--- src/rtl/line_sequencer_if.sv ---
// Signal bundle between line_sequencer and its surroundings: operator controls,
// the line_drawer handshake, and the endpoints/colour fed to the framebuffer path.
interface line_sequencer_if;
   // Handshake: draw_start is a one-cycle request that (re)launches line_drawer
   // using x0..y1 and pixel_color. draw_done is line_drawer's one-cycle
   // completion pulse. There is no back-pressure. Endpoints stay stable from
   // draw_start until the sequencer loads its next line.
   logic       enable;
   logic       clear_req;
   logic       draw_done;
   logic       draw_start;
   logic [9:0] x0;
   logic [8:0] y0;
   logic [9:0] x1;
   logic [8:0] y1;
   logic       pixel_color;
   logic [2:0] seg_index;
   logic       busy;
   logic [2:0] state_dbg;

   modport master (
      input  enable, clear_req, draw_done,
      output draw_start, x0, y0, x1, y1, pixel_color, seg_index, busy, state_dbg
   );

   modport slave (
      output enable, clear_req, draw_done,
      input  draw_start, x0, y0, x1, y1, pixel_color, seg_index, busy, state_dbg
   );
endinterface

--- src/rtl/line_sequencer.sv ---
// Walks a fixed table of line segments for line_drawer, one start/done handshake
// per segment with a pausable hold between them, plus a column-by-column clear sweep.
module line_sequencer #(
   parameter int unsigned NUM_SEG      = 6,
   parameter int unsigned HOLD_CYCLES  = 25000000,
   parameter int unsigned DONE_TIMEOUT = 2048,
   parameter int unsigned SCREEN_W     = 640,
   parameter int unsigned SCREEN_H     = 480
) (
   input  logic             clk,
   input  logic             reset_n,
   line_sequencer_if.master bus
);

   typedef enum logic [2:0] {
      IDLE,
      LOAD,
      START,
      WAIT_DONE,
      HOLD,
      CLR_LOAD,
      CLR_START,
      CLR_WAIT
   } state_t;

   typedef struct packed {
      logic [9:0] x0;
      logic [8:0] y0;
      logic [9:0] x1;
      logic [8:0] y1;
   } seg_t;

   localparam logic [2:0]  SEG_LAST  = 3'(NUM_SEG - 1);
   localparam logic [24:0] HOLD_LAST = 25'(HOLD_CYCLES - 1);
   localparam logic [10:0] TMO_LAST  = 11'(DONE_TIMEOUT - 1);
   localparam logic [9:0]  COL_LAST  = 10'(SCREEN_W - 1);
   localparam logic [8:0]  ROW_LAST  = 9'(SCREEN_H - 1);

   function automatic seg_t seg_lookup(input logic [2:0] idx);
      seg_t s;
      case (idx)
         3'd0:    s = '{x0: 10'd240, y0: 9'd340, x1: 10'd240, y1: 9'd240};
         3'd1:    s = '{x0: 10'd340, y0: 9'd340, x1: 10'd240, y1: 9'd180};
         3'd2:    s = '{x0: 10'd340, y0: 9'd240, x1: 10'd180, y1: 9'd180};
         3'd3:    s = '{x0: 10'd240, y0: 9'd240, x1: 10'd180, y1: 9'd240};
         3'd4:    s = '{x0: 10'd240, y0: 9'd290, x1: 10'd240, y1: 9'd350};
         3'd5:    s = '{x0: 10'd290, y0: 9'd340, x1: 10'd350, y1: 9'd240};
         default: s = '0;
      endcase
      return s;
   endfunction

   state_t      state_q, state_d;
   logic [9:0]  x0_q, x0_d;
   logic [8:0]  y0_q, y0_d;
   logic [9:0]  x1_q, x1_d;
   logic [8:0]  y1_q, y1_d;
   logic [2:0]  seg_q, seg_d;
   logic [24:0] hold_q, hold_d;
   logic [9:0]  col_q, col_d;
   logic [10:0] tmo_q, tmo_d;
   logic        pix_q, pix_d;

   seg_t        cur_seg;
   logic        in_clr;
   logic        wait_over;

   assign cur_seg   = seg_lookup(seg_q);
   assign in_clr    = (state_q == CLR_LOAD) || (state_q == CLR_START) || (state_q == CLR_WAIT);
   assign wait_over = bus.draw_done || (tmo_q == TMO_LAST);

   always_comb begin
      state_d = state_q;
      x0_d    = x0_q;
      y0_d    = y0_q;
      x1_d    = x1_q;
      y1_d    = y1_q;
      seg_d   = seg_q;
      hold_d  = hold_q;
      col_d   = col_q;
      tmo_d   = tmo_q;
      pix_d   = pix_q;

      // A clear request preempts every animation state, including a pending load.
      if (bus.clear_req && !in_clr) begin
         state_d = CLR_LOAD;
         col_d   = '0;
         seg_d   = '0;
      end else begin
         case (state_q)
            IDLE: begin
               if (bus.enable) state_d = LOAD;
            end
            LOAD: begin
               x0_d    = cur_seg.x0;
               y0_d    = cur_seg.y0;
               x1_d    = cur_seg.x1;
               y1_d    = cur_seg.y1;
               pix_d   = 1'b1;
               state_d = START;
            end
            START: begin
               tmo_d   = '0;
               state_d = WAIT_DONE;
            end
            WAIT_DONE: begin
               if (wait_over) begin
                  hold_d  = '0;
                  state_d = HOLD;
               end else begin
                  tmo_d = tmo_q + 11'd1;
               end
            end
            HOLD: begin
               // With enable low the hold count freezes, stretching the pause.
               if (bus.enable) begin
                  if (hold_q == HOLD_LAST) begin
                     seg_d   = (seg_q == SEG_LAST) ? 3'd0 : seg_q + 3'd1;
                     state_d = LOAD;
                  end else begin
                     hold_d = hold_q + 25'd1;
                  end
               end
            end
            CLR_LOAD: begin
               x0_d    = col_q;
               x1_d    = col_q;
               y0_d    = '0;
               y1_d    = ROW_LAST;
               pix_d   = 1'b0;
               state_d = CLR_START;
            end
            CLR_START: begin
               tmo_d   = '0;
               state_d = CLR_WAIT;
            end
            CLR_WAIT: begin
               if (wait_over) begin
                  if (col_q == COL_LAST) begin
                     pix_d   = 1'b1;
                     state_d = IDLE;
                  end else begin
                     col_d   = col_q + 10'd1;
                     state_d = CLR_LOAD;
                  end
               end else begin
                  tmo_d = tmo_q + 11'd1;
               end
            end
            default: state_d = IDLE;
         endcase
      end
   end

   always_ff @(posedge clk or negedge reset_n) begin
      if (!reset_n) begin
         state_q <= IDLE;
         x0_q    <= '0;
         y0_q    <= '0;
         x1_q    <= '0;
         y1_q    <= '0;
         seg_q   <= '0;
         hold_q  <= '0;
         col_q   <= '0;
         tmo_q   <= '0;
         pix_q   <= 1'b1;
      end else begin
         state_q <= state_d;
         x0_q    <= x0_d;
         y0_q    <= y0_d;
         x1_q    <= x1_d;
         y1_q    <= y1_d;
         seg_q   <= seg_d;
         hold_q  <= hold_d;
         col_q   <= col_d;
         tmo_q   <= tmo_d;
         pix_q   <= pix_d;
      end
   end

   // draw_start is decoded from the state register, so it is a clean one-cycle
   // pulse and cannot fire while reset holds the FSM in IDLE.
   assign bus.draw_start  = (state_q == START) || (state_q == CLR_START);
   assign bus.busy        = (state_q != IDLE);
   assign bus.x0          = x0_q;
   assign bus.y0          = y0_q;
   assign bus.x1          = x1_q;
   assign bus.y1          = y1_q;
   assign bus.pixel_color = pix_q;
   assign bus.seg_index   = seg_q;
   assign bus.state_dbg   = state_q;

endmodule

--- src/flat_wrapper.sv ---
// flat-port wrapper written by rule: the top's interface ports become plain ports
module line_sequencer_flat 
#(
   parameter int unsigned NUM_SEG      = 6,
   parameter int unsigned HOLD_CYCLES  = 25000000,
   parameter int unsigned DONE_TIMEOUT = 2048,
   parameter int unsigned SCREEN_W     = 640,
   parameter int unsigned SCREEN_H     = 480
)
  (clk, reset_n, bus_enable, bus_clear_req, bus_draw_done, bus_draw_start, bus_x0, bus_y0, bus_x1, bus_y1, bus_pixel_color, bus_seg_index, bus_busy, bus_state_dbg);
  line_sequencer_if bus_i ();
  input  logic clk;
  input  logic reset_n;
  input wire logic [$bits(bus_i.enable)-1:0] bus_enable;
  input wire logic [$bits(bus_i.clear_req)-1:0] bus_clear_req;
  input wire logic [$bits(bus_i.draw_done)-1:0] bus_draw_done;
  output wire logic [$bits(bus_i.draw_start)-1:0] bus_draw_start;
  output wire logic [$bits(bus_i.x0)-1:0] bus_x0;
  output wire logic [$bits(bus_i.y0)-1:0] bus_y0;
  output wire logic [$bits(bus_i.x1)-1:0] bus_x1;
  output wire logic [$bits(bus_i.y1)-1:0] bus_y1;
  output wire logic [$bits(bus_i.pixel_color)-1:0] bus_pixel_color;
  output wire logic [$bits(bus_i.seg_index)-1:0] bus_seg_index;
  output wire logic [$bits(bus_i.busy)-1:0] bus_busy;
  output wire logic [$bits(bus_i.state_dbg)-1:0] bus_state_dbg;
  assign bus_i.enable = bus_enable;
  assign bus_i.clear_req = bus_clear_req;
  assign bus_i.draw_done = bus_draw_done;
  assign bus_draw_start = bus_i.draw_start;
  assign bus_x0 = bus_i.x0;
  assign bus_y0 = bus_i.y0;
  assign bus_x1 = bus_i.x1;
  assign bus_y1 = bus_i.y1;
  assign bus_pixel_color = bus_i.pixel_color;
  assign bus_seg_index = bus_i.seg_index;
  assign bus_busy = bus_i.busy;
  assign bus_state_dbg = bus_i.state_dbg;
  line_sequencer #(.NUM_SEG(NUM_SEG), .HOLD_CYCLES(HOLD_CYCLES), .DONE_TIMEOUT(DONE_TIMEOUT), .SCREEN_W(SCREEN_W), .SCREEN_H(SCREEN_H)) u_core (.clk(clk), .reset_n(reset_n), .bus(bus_i));
endmodule
--- config.mk ---
export PLATFORM = sky130hd
export DESIGN_NAME = line_sequencer_flat
export DESIGN_NICKNAME = d
export VERILOG_FILES = /design/src/rtl/line_sequencer_if.sv /design/src/rtl/line_sequencer.sv /design/src/flat_wrapper.sv
export SDC_FILE = /design/constraint.sdc
export NUM_CORES = 1
export LEC_CHECK = 0
export BUFFER_PORTS_ARGS = -buffer_cell sky130_fd_sc_hd__buf_2
export CAP_MARGIN = 25
export CORE_MARGIN = 5
export CORE_UTILIZATION = 63
export DETAILED_ROUTE_END_ITERATION = 7
export PLACE_DENSITY = 0.85
export SYNTH_ARGS = -nofsm -noshare
export SYNTH_HDL_FRONTEND = slang
export SYNTH_SLANG_ARGS = --single-unit
export TNS_END_PERCENT = 1
--- constraint.sdc ---
create_clock -name clk -period 4.7 [get_ports clk]
set_input_delay 0.94 -clock clk [delete_from_list [all_inputs] [get_ports clk]]
set_output_delay 0.94 -clock clk [all_outputs]
set_load 0.005 [all_outputs]
==> results.sh <==
export IMPL_status="completed"
export IMPL_min_period_over_period_pct=65.15
export IMPL_endpoint_kind="register"
export IMPL_hold_class="in -> async"
export IMPL_initial_core_util_pct=64.65
export IMPL_drtIter0Drc=320
export IMPL_drive_above_1_share_pct=17.23
export IMPL_slowest_delay_ns=0.80
export IMPL_antenna_found_initial=0
export IMPL_ios=52
export IMPL_cts_resized=0
export IMPL_final_common_cell="dfrtp_1"
export IMPL_synthArstFlopShare_pct=100.0
export IMPL_antennaDiodeCount=0
export IMPL_globalRouteOverflowTotal=0
export IMPL_post_drt_wl_per_cell_um=16.73
export IMPL_fin_hold_ws_ns=0.3792
export IMPL_ir_drop_mv=0.2805
export IMPL_insertion_delay_ns=0.36
export IMPL_ys_flop_type="dfrtp_1"
export IMPL_h_tree_depth=3
export IMPL_max_freq_mhz=326.6
export IMPL_die_area_mm2=0.009225
export IMPL_fin_crit_ns=3.062
export IMPL_r2r_slack_ns=1.64
export IMPL_synth_cell_type_count=73
export IMPL_core_area_mm2=0.007214
export IMPL_fin_util_pct=70.40
export IMPL_maxSlewHeadroom_pct=39.44
export IMPL_timing_rr_start="u_core.bus.state_dbg[2]$_DFFE_PN0P_"
export IMPL_crit_path_cell_trace="and2_1 -> nand3_2 -> a21oi_2 -> o21ai_4 -> a221o_1"
export IMPL_root_buffer="clkbuf_8"
export IMPL_fp_row_count=31
export IMPL_die_x_um=96.05
export IMPL_postSynthAreaPerCell_um2=9.218
export IMPL_cts_buffers=9
export IMPL_ys_ff_latch=82
export IMPL_hold_viol=0
export IMPL_cts_tree="built"
export IMPL_finalMaxSlewViolations=0
export IMPL_yosys_warnings=0
export IMPL_wl_um=10590
export IMPL_syn_to_final_growth_pct=8.879
export IMPL_crit_path_start_kind="register"
export IMPL_power_uw=2370
export IMPL_grt_pass1_wl_um=17310
export IMPL_cp_slowest_cell="dfrtp_1"
export IMPL_critical_path_max_fanout=24
export IMPL_vias_per_cell=6.381
export IMPL_drc_errors=0
export IMPL_grtUsageTotal_pct=23.59
export IMPL_layout_common_cells="81 x dfrtp_1, 66 x nand2_1, 51 x nor2_1"
export IMPL_place_area_mm2=0.004823
export IMPL_grt_max_degree=83
export IMPL_fin_setup_tns_ns=0
export IMPL_rsz0062_at_grt="no"
export IMPL_holdBufCountCts=0
export IMPL_io_buffers=49
export IMPL_seq_area_frac_synth_pct=44.02
export IMPL_worst_setup_path_type="reg -> reg"
export IMPL_clkTransAtPathRegs_ns=0.09
export IMPL_clkSinkCount=82
export IMPL_grt_pass1_vias=3714
export IMPL_cp_arrival_ns=3.29
export IMPL_finalInstanceArea_mm2=0.005079
export IMPL_fp_dieH_um=96.05
export IMPL_skew_ns=0.01283
export IMPL_synth_area_mm2=0.004664
export IMPL_maxCapViolCount=0
export IMPL_nNetsFinal=543
export IMPL_critPathBufInv=0
export IMPL_p_per_area_mw_per_mm2=466.7
export IMPL_first_pass_iters=6
export IMPL_p_leak_uw=0.002377
export IMPL_reg2reg_depth=5
export IMPL_postCtsSetupRepairBufs=0
export IMPL_num_vias=4039
export IMPL_postRouteAntennaNets=0
export IMPL_required_ns=4.93
export IMPL_setup_viol=0
export IMPL_globalplace_congestion=0.8737
export IMPL_tightest_slew_ns=0.9029
export IMPL_synth_edf_count=0
export IMPL_dp_hpwl_um=7422
export IMPL_ctsLongestPathBuffers=2
export IMPL_syn_inst=506
export IMPL_reg2reg_to="u_core.hold_q[19]$_DFFE_PN0P_"
export IMPL_cpLargestDelayFamily="compound AO/OA/AOI/OAI gates"
-- sequential cells by signal, indices dropped and copies added (netlist names), 5 cells and up --
| signal | count |
|---|---|
| u_core.col_q | 10 |
| u_core.bus.y0 | 5 |
| u_core.bus.x1 | 9 |
| u_core.bus.x0 | 8 |
| u_core.tmo_q | 11 |
| u_core.bus.y1 | 7 |
| u_core.hold_q | 25 |
-- area by class of cell --
| class | count | area [um2] |
|---|---|---|
| Inverter | 9 | 33.78 |
| Multi-Input combinational cell | 376 | 2365 |
| Clock inverter | 7 | 76.32 |
| Fill cell | 544 | 2136 |
| Tap cell | 99 | 123.9 |
| Sequential cell | 82 | 2053 |
| Timing Repair Buffer | 51 | 302.8 |
| Clock buffer | 9 | 123.9 |
-- metrics by stage --
step	setup slack, ns	std cells
floorplan	2.475	507
global placement	1.874	615
detailed placement	1.765	615
CTS	1.754	631
global route	1.554	633
finish	1.638	633
-- worst max-delay path by stage --
stage	from	to	cells past startpoint
after floorplan	bus_clear_req	u_core.hold_q[19]$_DFFE_PN0P_	6
after CTS	u_core.bus.state_dbg[2]$_DFFE_PN0P_	u_core.hold_q[19]$_DFFE_PN0P_	5
after global routing	u_core.bus.state_dbg[2]$_DFFE_PN0P_	u_core.hold_q[13]$_DFFE_PN0P_	5
after global placement	u_core.bus.state_dbg[2]$_DFFE_PN0P_	u_core.hold_q[19]$_DFFE_PN0P_	5
after detailed placement	u_core.bus.state_dbg[2]$_DFFE_PN0P_	u_core.hold_q[19]$_DFFE_PN0P_	5
final	u_core.bus.state_dbg[2]$_DFFE_PN0P_	u_core.hold_q[19]$_DFFE_PN0P_	5
-- per-layer routing --
metal / track usage, % / up-vias / share of wire [%] / routed length, um
li1: - / 1875 / - / -
met1: 31.13 / 1973 / 42 / 4477
met2: 39.22 / 167 / 49 / 5214
met3: 3.987 / 24 / 6.6 / 696
met4: 8.175 / 0 / 1.9 / 204
met5: 0 / - / 0 / 0
-- where the power goes --
group / internal (uW) / switching (uW)
logic: 348 / 549
clock network: 250 / 271
registers: 829 / 123
-- cell families (layout without fill, tap and decap cells) --
| logic type | count (synthesis) | after routing | synth area share [%] |
|---|---|---|---|
| xor+xnor | 8 | 8 | 1.502 |
| flops | 82 | 82 | 44.02 |
| simple gates | 208 | 208 | 23.60 |
| mux | 9 | 9 | 1.985 |
| buf+inv | 49 | 76 | 5.365 |
| fa+ha+maj | 9 | 9 | 2.414 |
| compound gates | 140 | 140 | 21.03 |
| other cells | 1 | 2 | 0.08039 |
-- cells in the mapped netlist (4+ instances only) --
cell,n,area [um2]
dfrtp_1,81,2027
nand2_1,66,247.7
nor2_1,51,191.4
a21oi_1,36,180.2
o21ai_0,30,150.1
clkbuf_1,20,75.07
nand3_1,16,80.08
nand4_1,14,87.58
a31oi_1,9,56.30
and2_1,9,56.30
buf_4,9,67.56
ha_1,9,112.6
inv_1,9,33.78
mux2i_1,7,70.07
nor4_1,7,43.79
buf_2,6,30.03
nor3_1,6,30.03
o211a_1,6,60.06
o31ai_1,6,45.04
xor2_1,6,52.55
a211o_1,5,43.79
a221o_1,5,50.05
a22o_1,5,43.79
and3_1,4,25.02
and4_1,4,35.03
nand2b_1,4,25.02
nor2b_1,4,25.02
Power figures use the tool's default switching activity.
